--- config.mk ---
export PLATFORM = sky130hd
export DESIGN_NAME = add_pipe_flat
export DESIGN_NICKNAME = d
export VERILOG_FILES = /design/src/rtl/add_pipe_if.sv /design/src/rtl/add_pipe.sv /design/src/flat_wrapper.sv
export SDC_FILE = /design/constraint.sdc
export NUM_CORES = 1
export LEC_CHECK = 0
export ABC_AREA = 1
export CAP_MARGIN = 5
export CELL_PAD_IN_SITES_DETAIL_PLACEMENT = 1
export CELL_PAD_IN_SITES_GLOBAL_PLACEMENT = 2
export CORE_MARGIN = 3
export CORE_UTILIZATION = 32
export CTS_BUF_LIST = sky130_fd_sc_hd__clkbuf_16
export DETAILED_ROUTE_END_ITERATION = 8
export PLACE_DENSITY = 0.78
export REMOVE_ABC_BUFFERS = 1
export SYNTH_ARGS = -nofsm -noshare
export SYNTH_HDL_FRONTEND = slang
export SYNTH_SLANG_ARGS = --single-unit
--- constraint.sdc ---
create_clock -name clk -period 2.5 [get_ports clk]
set_input_delay 0.25 -clock clk [delete_from_list [all_inputs] [get_ports clk]]
set_output_delay 0.25 -clock clk [all_outputs]
set_load 0.01 [all_outputs]
--- src/rtl/add_pipe_if.sv ---
`timescale 1ns/1ps
// add_pipe_if: operand and result handshake bundle for the add_pipe unit.
// The master drives operands and out_ready; the slave (the adder) answers with
// in_ready and the registered result with its flags.
interface add_pipe_if #(
  parameter int WIDTH = 32
);
  logic             in_valid;
  logic             in_ready;
  logic [WIDTH-1:0] a;
  logic [WIDTH-1:0] b;
  logic             c0;
  logic             sub;
  logic             out_valid;
  logic             out_ready;
  logic [WIDTH-1:0] out;
  logic             carry;
  logic             ovf;
  logic             zero;

  modport master (
    output in_valid, a, b, c0, sub, out_ready,
    input  in_ready, out_valid, out, carry, ovf, zero
  );

  modport slave (
    input  in_valid, a, b, c0, sub, out_ready,
    output in_ready, out_valid, out, carry, ovf, zero
  );
endinterface

--- src/rtl/add_pipe.sv ---
`timescale 1ns/1ps
// add_pipe: pipelined add/subtract that resolves SEG bits per stage.
// Each stage adds one segment of the skewed operands plus the carry registered
// by the previous stage; finished low segments ride along unchanged. The stall
// is global: when the output is held, every stage holds.
module add_pipe #(
  parameter int WIDTH = 32,
  parameter int SEG   = 8
) (
  input  logic      clk,
  input  logic      rst,
  add_pipe_if.slave bus
);
  localparam int STAGES = WIDTH / SEG;

  if ((WIDTH % SEG) != 0 || STAGES < 1 || STAGES > 16) begin : g_bad_param
    $error("add_pipe: WIDTH must be a multiple of SEG with 1..16 stages");
  end

  // Stage outputs, indexed by stage; the last entry is the visible result.
  logic [WIDTH-1:0] a_s [STAGES];
  logic [WIDTH-1:0] b_s [STAGES];
  logic [WIDTH-1:0] r_s [STAGES];
  logic             c_s [STAGES];
  logic             v_s [STAGES];
  logic             ovf_q;
  logic             zero_q;
  logic             adv;
  logic             unused_tail;

  // The whole pipe moves whenever the output slot is empty or being drained.
  assign adv          = !v_s[STAGES-1] || bus.out_ready;
  assign bus.in_ready = adv && !rst;

  for (genvar gi = 0; gi < STAGES; gi++) begin : g_stage
    logic [WIDTH-1:0] a_in;
    logic [WIDTH-1:0] b_in;
    logic [WIDTH-1:0] r_in;
    logic             c_in;
    logic             v_in;
    logic [SEG:0]     seg_sum;
    logic [WIDTH-1:0] r_d;
    logic [WIDTH-1:0] a_q;
    logic [WIDTH-1:0] b_q;
    logic [WIDTH-1:0] r_q;
    logic             c_q;
    logic             v_q;

    if (gi == 0) begin : g_head
      // Subtract is a + ~b + 1: invert b once here so later stages only add.
      assign a_in = bus.a;
      assign b_in = bus.sub ? ~bus.b : bus.b;
      assign c_in = bus.sub | bus.c0;
      assign r_in = '0;
      assign v_in = bus.in_valid;
    end else begin : g_body
      assign a_in = a_s[gi-1];
      assign b_in = b_s[gi-1];
      assign c_in = c_s[gi-1];
      assign r_in = r_s[gi-1];
      assign v_in = v_s[gi-1];
    end

    assign seg_sum = {1'b0, a_in[gi*SEG +: SEG]}
                   + {1'b0, b_in[gi*SEG +: SEG]}
                   + {{SEG{1'b0}}, c_in};

    // Splice this stage's segment into the partial result from upstream.
    always_comb begin
      r_d                = r_in;
      r_d[gi*SEG +: SEG] = seg_sum[SEG-1:0];
    end

    // Stage register: shift on adv; bubbles leave the data fields untouched.
    always_ff @(posedge clk) begin
      if (rst) begin
        v_q <= 1'b0;
        c_q <= 1'b0;
        a_q <= '0;
        b_q <= '0;
        r_q <= '0;
      end else if (adv) begin
        v_q <= v_in;
        if (v_in) begin
          a_q <= a_in;
          b_q <= b_in;
          r_q <= r_d;
          c_q <= seg_sum[SEG];
        end
      end
    end

    assign a_s[gi] = a_q;
    assign b_s[gi] = b_q;
    assign r_s[gi] = r_q;
    assign c_s[gi] = c_q;
    assign v_s[gi] = v_q;

    if (gi == STAGES - 1) begin : g_tail
      logic msb_cin;
      logic ovf_d;
      logic zero_d;

      // Carry into the MSB is recovered from the MSB sum bit and its operands.
      assign msb_cin = a_in[WIDTH-1] ^ b_in[WIDTH-1] ^ seg_sum[SEG-1];
      assign ovf_d   = msb_cin ^ seg_sum[SEG];
      assign zero_d  = (r_d == '0);

      // Flags are captured alongside the final result and held otherwise.
      always_ff @(posedge clk) begin
        if (rst) begin
          ovf_q  <= 1'b0;
          zero_q <= 1'b0;
        end else if (adv && v_in) begin
          ovf_q  <= ovf_d;
          zero_q <= zero_d;
        end
      end
    end
  end

  // The last stage's operand copies have no consumer.
  assign unused_tail = ^{a_s[STAGES-1], b_s[STAGES-1]};

  assign bus.out_valid = v_s[STAGES-1];
  assign bus.out       = r_s[STAGES-1];
  assign bus.carry     = c_s[STAGES-1];
  assign bus.ovf       = ovf_q;
  assign bus.zero      = zero_q;
endmodule

--- src/flat_wrapper.sv ---
// flat-port wrapper written by rule: the top's interface ports become plain ports
module add_pipe_flat 
#(
  parameter int WIDTH = 32,
  parameter int SEG   = 8
)
  (clk, rst, bus_in_valid, bus_a, bus_b, bus_c0, bus_sub, bus_out_ready, bus_in_ready, bus_out_valid, bus_out, bus_carry, bus_ovf, bus_zero);
  add_pipe_if #(.WIDTH(WIDTH)) bus_i ();
  input  logic clk;
  input  logic rst;
  input wire logic [$bits(bus_i.in_valid)-1:0] bus_in_valid;
  input wire logic [$bits(bus_i.a)-1:0] bus_a;
  input wire logic [$bits(bus_i.b)-1:0] bus_b;
  input wire logic [$bits(bus_i.c0)-1:0] bus_c0;
  input wire logic [$bits(bus_i.sub)-1:0] bus_sub;
  input wire logic [$bits(bus_i.out_ready)-1:0] bus_out_ready;
  output wire logic [$bits(bus_i.in_ready)-1:0] bus_in_ready;
  output wire logic [$bits(bus_i.out_valid)-1:0] bus_out_valid;
  output wire logic [$bits(bus_i.out)-1:0] bus_out;
  output wire logic [$bits(bus_i.carry)-1:0] bus_carry;
  output wire logic [$bits(bus_i.ovf)-1:0] bus_ovf;
  output wire logic [$bits(bus_i.zero)-1:0] bus_zero;
  assign bus_i.in_valid = bus_in_valid;
  assign bus_i.a = bus_a;
  assign bus_i.b = bus_b;
  assign bus_i.c0 = bus_c0;
  assign bus_i.sub = bus_sub;
  assign bus_i.out_ready = bus_out_ready;
  assign bus_in_ready = bus_i.in_ready;
  assign bus_out_valid = bus_i.out_valid;
  assign bus_out = bus_i.out;
  assign bus_carry = bus_i.carry;
  assign bus_ovf = bus_i.ovf;
  assign bus_zero = bus_i.zero;
  add_pipe #(.WIDTH(WIDTH), .SEG(SEG)) u_core (.clk(clk), .rst(rst), .bus(bus_i));
endmodule
Yosys cells after proc, flatten, opt, wreduce, memory -nomap -nowiden
Cells that the tools add are included.
{"block": "totals", "register_bits": 282, "latch_bits": 0, "ram_bits": 0, "romBits": 0, "input_bits": 70, "output_inout_bits": 37, "word_cells": 44, "n_memories": 0}
{"block": "op_classes", "add_sub_neg": 8, "multipliers": 0, "div": 0, "magnitude_cmp": 0, "n_eq_ne": 0, "shifts": 0, "muxes": 1, "bitwise_logic": 5, "reduce_logical": 10}
{"operator": "8-bit by 8-bit adder with 9-bit output", "count": 4}
{"operator": "9-bit by 1-bit adder with 9-bit output", "count": 4}
{"operator": "32-bit zero test", "count": 1}
{"operator": "32-bit 2-to-1 mux", "count": 1}
{"operator": "32-bit NOT", "count": 1}
{"operator": "2-bit AND reduction", "count": 4}
{"operator": "1-bit XOR", "count": 3}
{"operator": "1-bit logical AND", "count": 2}
{"operator": "1-bit zero test", "count": 2}
{"operator": "1-bit logical OR", "count": 1}
{"operator": "1-bit bitwise OR", "count": 1}

Depth between registers and ports, before layout
{"block": "depth", "depth_word": 4, "ltp_mapped": 13, "mapped_depth_nobuf": 12}

Least setup slack after synthesis
No wires, ideal clock.
{"block": "synth_timing", "path_type": "input to register", "start": "input bus_sub", "end": "register u_core.g_stage[0].r_q[4]", "arrival_ps": 2074, "required_time_ps": 2385, "path_slack_ps": 311, "stages": 9, "path_buffers": 2, "cell_sequence": "buf_4 -> buf_2 -> xnor2_1 -> fa_1 -> fa_1 -> o21ai_0 -> xor2_1 -> o21ai_0 -> inv_1"}
{"block": "synth_via", "elab_chain_cells": 3, "word_cells_on_any_way": 4, "cone_classes": "add/sub (2); mux (1); bitwise (1)"}
{"element": "start, declared", "line": "flat_wrapper.sv:15", "source": "input wire logic [$bits(bus_i.sub)-1:0] bus_sub;"}
{"element": "32-bit 2-to-1 mux", "line": "add_pipe.sv:52", "source": "assign b_in = bus.sub ? ~bus.b : bus.b;"}
{"element": "8-bit by 8-bit adder with 9-bit output", "line": "add_pipe.sv:65", "source": "+ {1'b0, b_in[gi*SEG +: SEG]}"}
{"element": "9-bit by 1-bit adder with 9-bit output *", "line": "add_pipe.sv:66", "source": "+ {{SEG{1'b0}}, c_in};"}
{"element": "end signal, assigned", "line": "add_pipe.sv:87", "source": "r_q <= r_d;"}
{"element": "end, declared", "line": "add_pipe.sv:45", "source": "logic [WIDTH-1:0] r_q;"}
Every way passes the cells marked *; elsewhere a longest branch is shown, timed or not.
A chain may end at the register's enable or synchronous reset.

Worst setup path after layout
{"block": "layout_timing", "start": "register u_core.g_stage[2].c_q", "end": "register u_core.ovf_q, in the netlist u_core.bus.ovf"}
{"block": "layout_via", "elab_chain_cells": 3}
{"element": "start, declared", "line": "add_pipe.sv:46", "source": "logic c_q;"}
{"element": "start signal, assigned", "line": "add_pipe.sv:88", "source": "c_q <= seg_sum[SEG];"}
{"element": "9-bit by 1-bit adder with 9-bit output *", "line": "add_pipe.sv:66"}
{"element": "1-bit XOR", "line": "add_pipe.sv:105", "source": "assign msb_cin = a_in[WIDTH-1] ^ b_in[WIDTH-1] ^ seg_sum[SEG-1];"}
{"element": "1-bit XOR *", "line": "add_pipe.sv:106", "source": "assign ovf_d = msb_cin ^ seg_sum[SEG];"}
{"element": "end signal, assigned", "line": "add_pipe.sv:115", "source": "ovf_q <= ovf_d;"}
{"element": "end, declared", "line": "add_pipe.sv:26", "source": "logic ovf_q;"}
Marked as above.

==> flow_summary.json <==
{
  "grt_start_max_net_pins": 57,
  "syn_to_final_growth_pct": 24.1,
  "yosysWarnings": 0,
  "worstPathRequired_ps": 2830,
  "clkSinkCount": 186,
  "yosys.area.top_type": "dfxtp_1",
  "fin_skew_ps": 5.99,
  "regToRegSetupSlack_ps": 350,
  "grt-ovfl-total": 0,
  "p_per_area_nw_per_um2": 698,
  "drt_iter0_drc": 224,
  "final_nets": 1263,
  "drv_cap": 0,
  "vias": 6936,
  "worstSkewPairLatency_ps": 430,
  "crit_top_cell": "nand2_1",
  "crit_chain": "fa_1, fa_1, nand2_1, inv_1, nand2_1, nand2_2, nand2_1, o211ai_1, nand2_1, nand2_1, o21ai_1, inv_1",
  "die_width_um": 166,
  "htreeDepth": 4,
  "setup_viol": 0,
  "drv_slew": 0,
  "rr_worst_depth": 12,
  "wirelength_um": 21100,
  "cts-root-buf": "clkbuf_16",
  "drtPass1Iterations": 4,
  "port_buffers": 106,
  "synth.avg_cell_area_um2": 7.67,
  "cp-start-kind": "register",
  "place.gp.congestion": 0.783,
  "path_max_fanout": 3,
  "hold_depth": 3,
  "yosysTopAreaCellShare_pct": 45.3,
  "ioPinCount": 107,
  "grt_setup_unrepaired": "no",
  "crit_slowest_cell": "fa_1",
  "hold_class": "in -> reg",
  "r2r_end": "u_core.bus.ovf$_SDFFE_PP0P_",
  "ant_nets": 0,
  "min-delay-start": "rst",
  "p_leak_nw": 4.37,
  "max_stage_delay_ps": 470,
  "post-cts-setup-buffer-count": 0,
  "synth_area_leaders": "dfxtp_1, nor2_1, o21ai_0",
  "critPathKind": "reg -> reg",
  "grt_pass1_vias": 7002,
  "hpwlAfterDp_um": 15000,
  "fp-row-count": 58,
  "cts_buffers": 17,
  "crit_family": "adder cells",
  "final_util_pct": 40.5,
  "core_area_um2": 25200,
  "cp.arrival_ps": 2470,
  "period_share_pct": 85.9,
  "cts_tree": "done",
  "cts_hold_buf": 0,
  "regToRegStartpoint": "u_core.g_stage[2].c_q$_SDFFE_PP0P_",
  "antenna_found_initial": 0,
  "peakVddDrop_uv": 408,
  "drt_drc_violations_left": 0,
  "synth_area_um2": 8220,
  "period_minus_slack_ps": 2150,
  "slew-limit-headroom_pct": 64.3,
  "crit_path_end_kind": "register",
  "grt_usage_pct": 15.5,
  "timing.fmax_mhz": 466,
  "drive_gt1_share_pct": 5.99,
  "status": "finished, final reports clean",
  "worst_pin_slew_ps": 534,
  "syn_inst": 1072,
  "min_to": "u_core.bus.zero$_SDFFE_PP0P_",
  "fillerInstances": 3044,
  "die_y_um": 166,
  "finalHoldViolations": 0,
  "yosysSeqAreaShare_pct": 45.3,
  "grt_pass1_wl_um": 35200,
  "cts_max_path_buffers": 2,
  "n_antenna_cell": 0,
  "dieArea_um2": 27600,
  "ys_types": 31,
  "postCtsResizedCells": 0,
  "initial_utilization_pct": 32.6,
  "ys_ff_latch": 186,
  "wire_per_inst_um": 14.0,
  "clkTransAtPathRegs_ps": 70,
  "path_buf_inv": 2,
  "vias_per_cell": 4.63,
  "fin_tns_setup_ps": 0
}
==> cell families after synthesis <==
kind of cell / synth area share [%]
AO/OA/AOI/OAI: 16.5
XOR/XNOR: 5.01
AND/OR/NAND/NOR: 19.6
flip-flops: 45.3
buffers and inverters: 7.37
adder cells (fa/ha/maj): 6.21
==> flip-flops by register name (all words and copies together), names as in the netlist <==
register and count:
u_core.g_stage.b_q 48, u_core.g_stage.c_q 3, u_core.bus.ovf 1, u_core.g_stage.r_q 48, u_core.g_stage.v_q 3, u_core.bus.carry 1, u_core.bus.out 32, u_core.g_stage.a_q 48
u_core.bus.zero 1, u_core.bus.out_valid 1
==> worst max path at each step <==
stage               cells after the start  slack (ps)                          startpoint                                     end
floorplan                               5         420   u_core.bus.out_valid$_SDFFE_PP0N_  u_core.g_stage[1].r_q[10]$_SDFFE_PP0P_
global placement                        9         180                            bus_b[0]   u_core.g_stage[0].r_q[6]$_SDFFE_PP0P_
detailed placement                      8          80                            bus_b[0]   u_core.g_stage[0].r_q[4]$_SDFFE_PP0P_
CTS                                    12         330  u_core.g_stage[2].c_q$_SDFFE_PP0P_             u_core.bus.ovf$_SDFFE_PP0P_
global route                           11         170  u_core.g_stage[2].c_q$_SDFFE_PP0P_            u_core.bus.zero$_SDFFE_PP0P_
finish                                 12         350  u_core.g_stage[2].c_q$_SDFFE_PP0P_             u_core.bus.ovf$_SDFFE_PP0P_
==> routing by layer <==
metal,track usage [%],routed length (um),up-vias
met2,27.2,10300,90
met1,19.7,9960,3204
li1,-,-,3626
met4,4.12,219,0
met3,2.79,603,16
met5,0,0,-
==> power breakdown <==
| part | total [W] | leakage, nW | internal (W) | switching (W) |
|---|---|---|---|---|
| logic | 0.00102 | 2.54 | 0.000449 | 0.000574 |
| registers | 0.00325 | 1.53 | 0.00315 | 0.0000943 |
| clock network | 0.00285 | 0.302 | 0.00168 | 0.00118 |
==> synthesized netlist by cell type (all sizes together) <==
library cell  number
nand4              8
a31oi              5
inv               81
ha                28
a21oi             65
xnor2             30
dfxtp            186
nor3               2
xor2              17
o21ai            163
nand2             96
nor2             275
clkbuf            23
nand3b             2
a21o               5
nand3             21
buf               37
clkinv             2
o211ai             3
a211oi            15
fa                 8
==> area by class of cell <==
cell class,count,area (um2),share of cell area (%)
clock buffers,17,425,4.17
well taps,330,413,4.05
repair buffers,126,1240,12.1
multi-input cells,743,3890,38.1
clock inverters,14,194,1.90
inverters,83,313,3.07
flip-flops and latches,186,3720,36.5
==> placed cells by master, fill, tap and decap left out, drive strengths merged <==
master         netlist  layout
o21ai              163     163
xor2                17      17
nand3               21      21
clkinvlp             0       1
clkinv               2       9
bufinv               0       4
clkdlybuf4s50        0     104
a21oi               65      65
a31oi                5       5
inv                 81      83
a211oi              15      15
nor2               275     275
nand2               96      96
nand3b               2       2
dfxtp              186     186
buf                 37      22
clkbuf              23      17
fa                   8       8
nor3                 2       2
xnor2               30      30
nand4                8       8
a21o                 5       5
ha                  28      28
o211ai               3       3
==> per-stage QoR <==
step                hold slack (ps)  instance area, um2  std cells  total power (W)  setup WS (ps)
floorplan                       312                7920       1012          0.00392            415
global placement                449                9580       1468          0.00434            176
detailed placement              454                9580       1468          0.00436           77.3
CTS                             326               10200       1499          0.00725            330
global route                    350               10200       1499          0.00753            171
finish                          333               10200       1499          0.00712            353
==> tightest hold or removal path: cells and delay by family <==
family,cells,cell delay [ps]
buffers and inverters,2,420
AO/OA/AOI/OAI,1,40
No activity file was read; power rests on OpenSTA's default activity.
